==> src/rtl/uart_tx_arbiter.sv <==
// Round-robin, message-locked arbiter sharing one uart_tx serializer between N_REQ byte streams.
// Optional watchdog on the done handshake is enabled by defining TX_ARB_WATCHDOG_EN.
module uart_tx_arbiter #(
    parameter int unsigned NB_DATA        = 8,
    parameter int unsigned N_REQ          = 2,
    parameter int unsigned NB_GRANT       = 3,
    parameter int unsigned TIMEOUT_CYCLES = 20000
) (
    input  logic                     clk,
    input  logic                     i_rst,
    input  logic [N_REQ-1:0]         i_req_valid,
    input  logic [N_REQ*NB_DATA-1:0] i_req_data,
    input  logic [N_REQ-1:0]         i_req_last,
    output logic [N_REQ-1:0]         o_req_ready,
    output logic [NB_DATA-1:0]       o_tx_data,
    output logic                     o_tx_start,
    input  logic                     i_tx_done,
    output logic [N_REQ-1:0]         o_grant,
    output logic                     o_busy,
    output logic                     o_timeout
);

    typedef enum logic [1:0] {StIdle, StSend, StWait} state_e;

    localparam bit ParamsOk = (N_REQ >= 2) && (N_REQ <= 8) && ((2 ** NB_GRANT) >= N_REQ)
                              && (TIMEOUT_CYCLES > 0);

    state_e               state_q, state_d;
    logic [N_REQ-1:0]     grant_q, grant_d;
    logic [NB_GRANT-1:0]  gidx_q, gidx_d;
    logic [NB_GRANT-1:0]  ptr_q, ptr_d;
    logic [NB_DATA-1:0]   tx_data_q, tx_data_d;
    logic                 last_q, last_d;
    logic                 start_q, start_d;

    logic [NB_GRANT-1:0]  cand;
    logic [NB_GRANT-1:0]  pick;
    logic                 pick_vld;
    logic                 valid_g;
    logic                 last_g;

`ifdef TX_ARB_WATCHDOG_EN
    localparam int unsigned NbWdog = $clog2(TIMEOUT_CYCLES + 1);

    logic [NbWdog-1:0]    wdog_q, wdog_d;
    logic                 timeout_q, timeout_d;
`endif

    // First valid requester after the pointer, wrapping modulo N_REQ.
    always_comb begin
        cand     = '0;
        pick     = '0;
        pick_vld = 1'b0;
        for (int i = 1; i <= int'(N_REQ); i++) begin
            cand = NB_GRANT'((int'(ptr_q) + i) % int'(N_REQ));
            if (!pick_vld && ((i_req_valid & (N_REQ'(1) << cand)) != '0)) begin
                pick     = cand;
                pick_vld = 1'b1;
            end
        end
    end

    assign valid_g = |(i_req_valid & grant_q);
    assign last_g  = |(i_req_last & grant_q);

    always_comb begin
        state_d   = state_q;
        grant_d   = grant_q;
        gidx_d    = gidx_q;
        ptr_d     = ptr_q;
        tx_data_d = tx_data_q;
        last_d    = last_q;
        start_d   = 1'b0;
`ifdef TX_ARB_WATCHDOG_EN
        wdog_d    = wdog_q;
        timeout_d = 1'b0;
`endif
        unique case (state_q)
            StIdle: begin
                if (pick_vld) begin
                    grant_d = N_REQ'(1) << pick;
                    gidx_d  = pick;
                    state_d = StSend;
                end
            end
            StSend: begin
                if (valid_g) begin
                    tx_data_d = NB_DATA'(i_req_data >> (int'(gidx_q) * int'(NB_DATA)));
                    last_d    = last_g;
                    start_d   = 1'b1;
                    state_d   = StWait;
`ifdef TX_ARB_WATCHDOG_EN
                    wdog_d    = '0;
`endif
                end
            end
            StWait: begin
`ifdef TX_ARB_WATCHDOG_EN
                wdog_d = wdog_q + NbWdog'(1);
`endif
                // A done tick coincident with the start pulse belongs to no byte of ours.
                if (i_tx_done && !start_q) begin
                    if (last_q) begin
                        ptr_d   = gidx_q;
                        grant_d = '0;
                        state_d = StIdle;
                    end else begin
                        state_d = StSend;
                    end
                end
`ifdef TX_ARB_WATCHDOG_EN
                else if (wdog_q == NbWdog'(TIMEOUT_CYCLES - 1)) begin
                    ptr_d     = gidx_q;
                    grant_d   = '0;
                    state_d   = StIdle;
                    timeout_d = 1'b1;
                end
`endif
            end
            default: state_d = StIdle;
        endcase
    end

    always_ff @(posedge clk or posedge i_rst) begin
        if (i_rst) begin
            state_q   <= StIdle;
            grant_q   <= '0;
            gidx_q    <= '0;
            ptr_q     <= NB_GRANT'(N_REQ - 1);
            tx_data_q <= '0;
            last_q    <= 1'b0;
            start_q   <= 1'b0;
        end else begin
            state_q   <= state_d;
            grant_q   <= grant_d;
            gidx_q    <= gidx_d;
            ptr_q     <= ptr_d;
            tx_data_q <= tx_data_d;
            last_q    <= last_d;
            start_q   <= start_d;
        end
    end

`ifdef TX_ARB_WATCHDOG_EN
    always_ff @(posedge clk or posedge i_rst) begin
        if (i_rst) begin
            wdog_q    <= '0;
            timeout_q <= 1'b0;
        end else begin
            wdog_q    <= wdog_d;
            timeout_q <= timeout_d;
        end
    end

    assign o_timeout = timeout_q;
`else
    assign o_timeout = 1'b0;
`endif

    assign o_req_ready = (state_q == StSend) ? (grant_q & i_req_valid) : '0;
    assign o_tx_data   = tx_data_q;
    assign o_tx_start  = start_q;
    assign o_grant     = grant_q;
    assign o_busy      = (state_q != StIdle);

    a_params_ok: assert property (@(posedge clk) ParamsOk);
    a_ready_onehot: assert property (@(posedge clk) disable iff (i_rst) $onehot0(o_req_ready));

endmodule

==> config.mk <==
export PLATFORM = sky130hd
export DESIGN_NAME = uart_tx_arbiter
export DESIGN_NICKNAME = d
export VERILOG_FILES = /design/src/rtl/uart_tx_arbiter.sv
export SDC_FILE = /design/constraint.sdc
export NUM_CORES = 1
export LEC_CHECK = 0
export ABC_AREA = 0
export ABC_CLOCK_PERIOD_IN_PS = 3750
export BUFFER_PORTS_ARGS = -buffer_cell sky130_fd_sc_hd__buf_2
export CAP_MARGIN = 20
export CORE_MARGIN = 4
export CORE_UTILIZATION = 35
export CTS_CLUSTER_SIZE = 10
export DETAILED_ROUTE_END_ITERATION = 7
export HOLD_SLACK_MARGIN = 0.1
export PLACE_DENSITY_LB_ADDON = 0.05
export SYNTH_ARGS = -nofsm -noshare
export SYNTH_HDL_FRONTEND = slang
export SYNTH_SLANG_ARGS = --single-unit
==> constraint.sdc <==
create_clock -name clk -period 3.75 [get_ports clk]
set_input_delay 0.375 -clock clk [delete_from_list [all_inputs] [get_ports clk]]
set_output_delay 0.375 -clock clk [all_outputs]
set_load 0.02 [all_outputs]
==> reports/results.ini <==
[status]
outcome=completed

[synthesis]
yosys.area.top_type=dfrtp_1
syn_area_um2=842.1
async_reset_ff_frac=1.000
syn-num-nets=93
synth_cell_types=25
synth-seq-area-share=0.4770
ys_warn_count=0
synth.ff_latch_count=16
synth_common_cells=dfrtp_1, mux2_2, inv_1, nand2_1, nor2_1
synthCells=70
syn_area_per_cell_um2=12.03
netlist.area_leader.share=0.4458
synth_flop_cell=dfrtp_1
synth_edf_count=0
synth_area_leaders=dfrtp_1, mux2_2, mux2_4

[detailed_routing]
first_iter_violations=6
wl_met1_um=763
highest_layer=met4
wl_um=1816
routed_via_density=4.801
met3WireLength_um=126
wl_met2_um=911
drcViolationCount=0
num_vias=653
post_drt_wl_per_cell_um=13.35
drt_pass1_iterations=3
ant_nets=0

[sta]
finalMaxSlewViolations=0
finalHoldViolations=0
relSlewSlack=0.5866
grt_setup_unrepaired=false
hold-worst-slack_ns=0.1464
fmax_mhz=592.3
worst_pin_slew_ns=0.6194
skew_ns=0.004423
fin_crit_ns=1.688
fin_ws_ns=2.062
post-route-period-util=0.4502
tns_ns=0
setup_viol=0

[setup_path]
endpoint=o_busy
reg2reg_slack_ns=2.36
critPathKind=reg -> out
r2r_cells=3
endpoint_kind=output port
worst-path-max-fanout=7
arrival_ns=1.31
cp-start-kind=register
r2r-start=state_q[1]
worstSetupStartpoint=state_q[0]
required_ns=3.38
rr_endpoint=o_tx_data[5]

[finish]
fin_cells=136
multiInputGateArea_um2=409.1
design_area_um2=1071
area_growth_pct=27.19
antennaDiodeCount=0
num-fill-cells=221
drive_above_1_share=0.5648
finalNetCount=132
seq_area_um2=401.6

[power_and_ir_drop]
p_seq_frac=0.386
p_int_mw=0.5233
power_frac_comb=0.505
swShare=0.4153
vdd_drop_max_mv=0.3711
p_sw_mw=0.3717
power.density_nw_per_um2=835.6
pwr-share-clk=0.108
p_leak_nw=0.5287

[clock_tree]
htreeDepth=1
ctsResizeCount=0
cts_buffers=3
cts_sinks=16
clk_path_buf_depth=2
hold_buffers=0
cts_setup_buffers=0
cts_root_buffer=clkbuf_4
cts_tree=built
insertion_delay_ns=0.28
path_clk_slew_ns=0.10

[floorplanning]
die_w_um=57.05
die_area_um2=3255
num_rows=17
io-pin-count=38
coreArea_um2=2255
die_h_um=57.05
start_util=0.3735

[placed_design]
gp_congestion=0.7021
placed_area_um2=1045
dp_worst_setup_slack_ns=2.352
dp_hpwl_um=1373
io_buffers=36
dp.cells=132

[global_route]
grt_pass1_wl_um=2980
grt.total_usage=0.1187
antenna_found_initial=0
grt_max_degree=17
grt_pass1_vias=670
gr-total-overflow=0

[flow_run]
cap_violations=0

[hold_path]
hp-class=in -> async

## metrics by stage
step	total power, mW	utilization
after floorplan	0.6768	-
after global placement	0.8059	0.4634
after detailed placement	0.8104	0.4634
after CTS	0.9130	0.4750
after global routing	0.9623	0.4750
final	0.8950	0.4750
## logic make-up after synthesis
logic type	count (synthesis)	share of synthesized area
buffers and inverters	7	0.03715
other	1	0.004453
AND/OR/NAND/NOR	15	0.1055
flip-flops	16	0.4770
AO/OA/AOI/OAI	13	0.1219
multiplexers	18	0.2541
## layout make-up
| class | count | share of cell area |
|---|---|---|
| clock buffer | 4 | 0.02453 |
| timing repair buffer | 36 | 0.1682 |
| multi-input combinational | 47 | 0.3820 |
| inverter | 5 | 0.01752 |
| tap | 28 | 0.03271 |
| sequential | 16 | 0.3750 |
## layer usage
| layer | vias to the layer above | global-route usage |
|---|---|---|
| met5 | - | 0 |
| met4 | 0 | 0.02980 |
| met3 | 2 | 0.04977 |
| met2 | 20 | 0.2023 |
| met1 | 306 | 0.1375 |
| li1 | 325 | - |
## power groups by stage
stage	Combinational, mW	Clock, mW	Sequential [mW]
floorplan	0.281	0	0.396
global placement	0.455	0	0.351
detailed placement	0.456	0	0.355
CTS	0.457	0.103	0.352
global route	0.483	0.112	0.367
finish	0.452	0.0968	0.346
## how the worst min path moves through the flow
stage / to / cells after the start
3_5_place_dp: o_tx_data[4] / 2
2_1_floorplan: gidx_q[0] / 1
5_1_grt: o_tx_data[4] / 2
4_1_cts: o_tx_data[4] / 2
6_report: gidx_q[0] / 2
3_3_place_gp: o_tx_data[7] / 1
## cells in the final DEF (no fill, tap or decap)
| cell | instances |
|---|---|
| buf_2 | 36 |
| mux2_2 | 15 |
| dfrtp_1 | 15 |
| inv_1 | 5 |
| nor2_1 | 5 |
| nand2_1 | 5 |
| mux2_4 | 3 |
| o21ai_0 | 3 |
| clkbuf_4 | 3 |
| a21oi_1 | 2 |
| a22oi_4 | 1 |
| nand2b_2 | 1 |
| nor2_8 | 1 |
| o31ai_1 | 1 |
| nor3_1 | 1 |
| a32o_1 | 1 |
| a21boi_0 | 1 |
| nand4bb_1 | 1 |
| a2bb2oi_1 | 1 |
| a22o_1 | 1 |
| nor2b_1 | 1 |
| a22oi_1 | 1 |
| o22ai_1 | 1 |
| conb_1 | 1 |
| clkbuf_1 | 1 |
| dfstp_2 | 1 |
## worst max-delay path: stages (launching register included)
cell	delay, ns
dfrtp_1	0.46
nor2_1	0.34
inv_1	0.07
buf_2	0.16
## state kept, by name, indices dropped and copies added (netlist names)
register,cells
state_q,2
o_tx_data,8
o_tx_start,1
gidx_q,1
last_q,1
o_grant,2
ptr_q,1
Power figures use the tool's default switching activity.
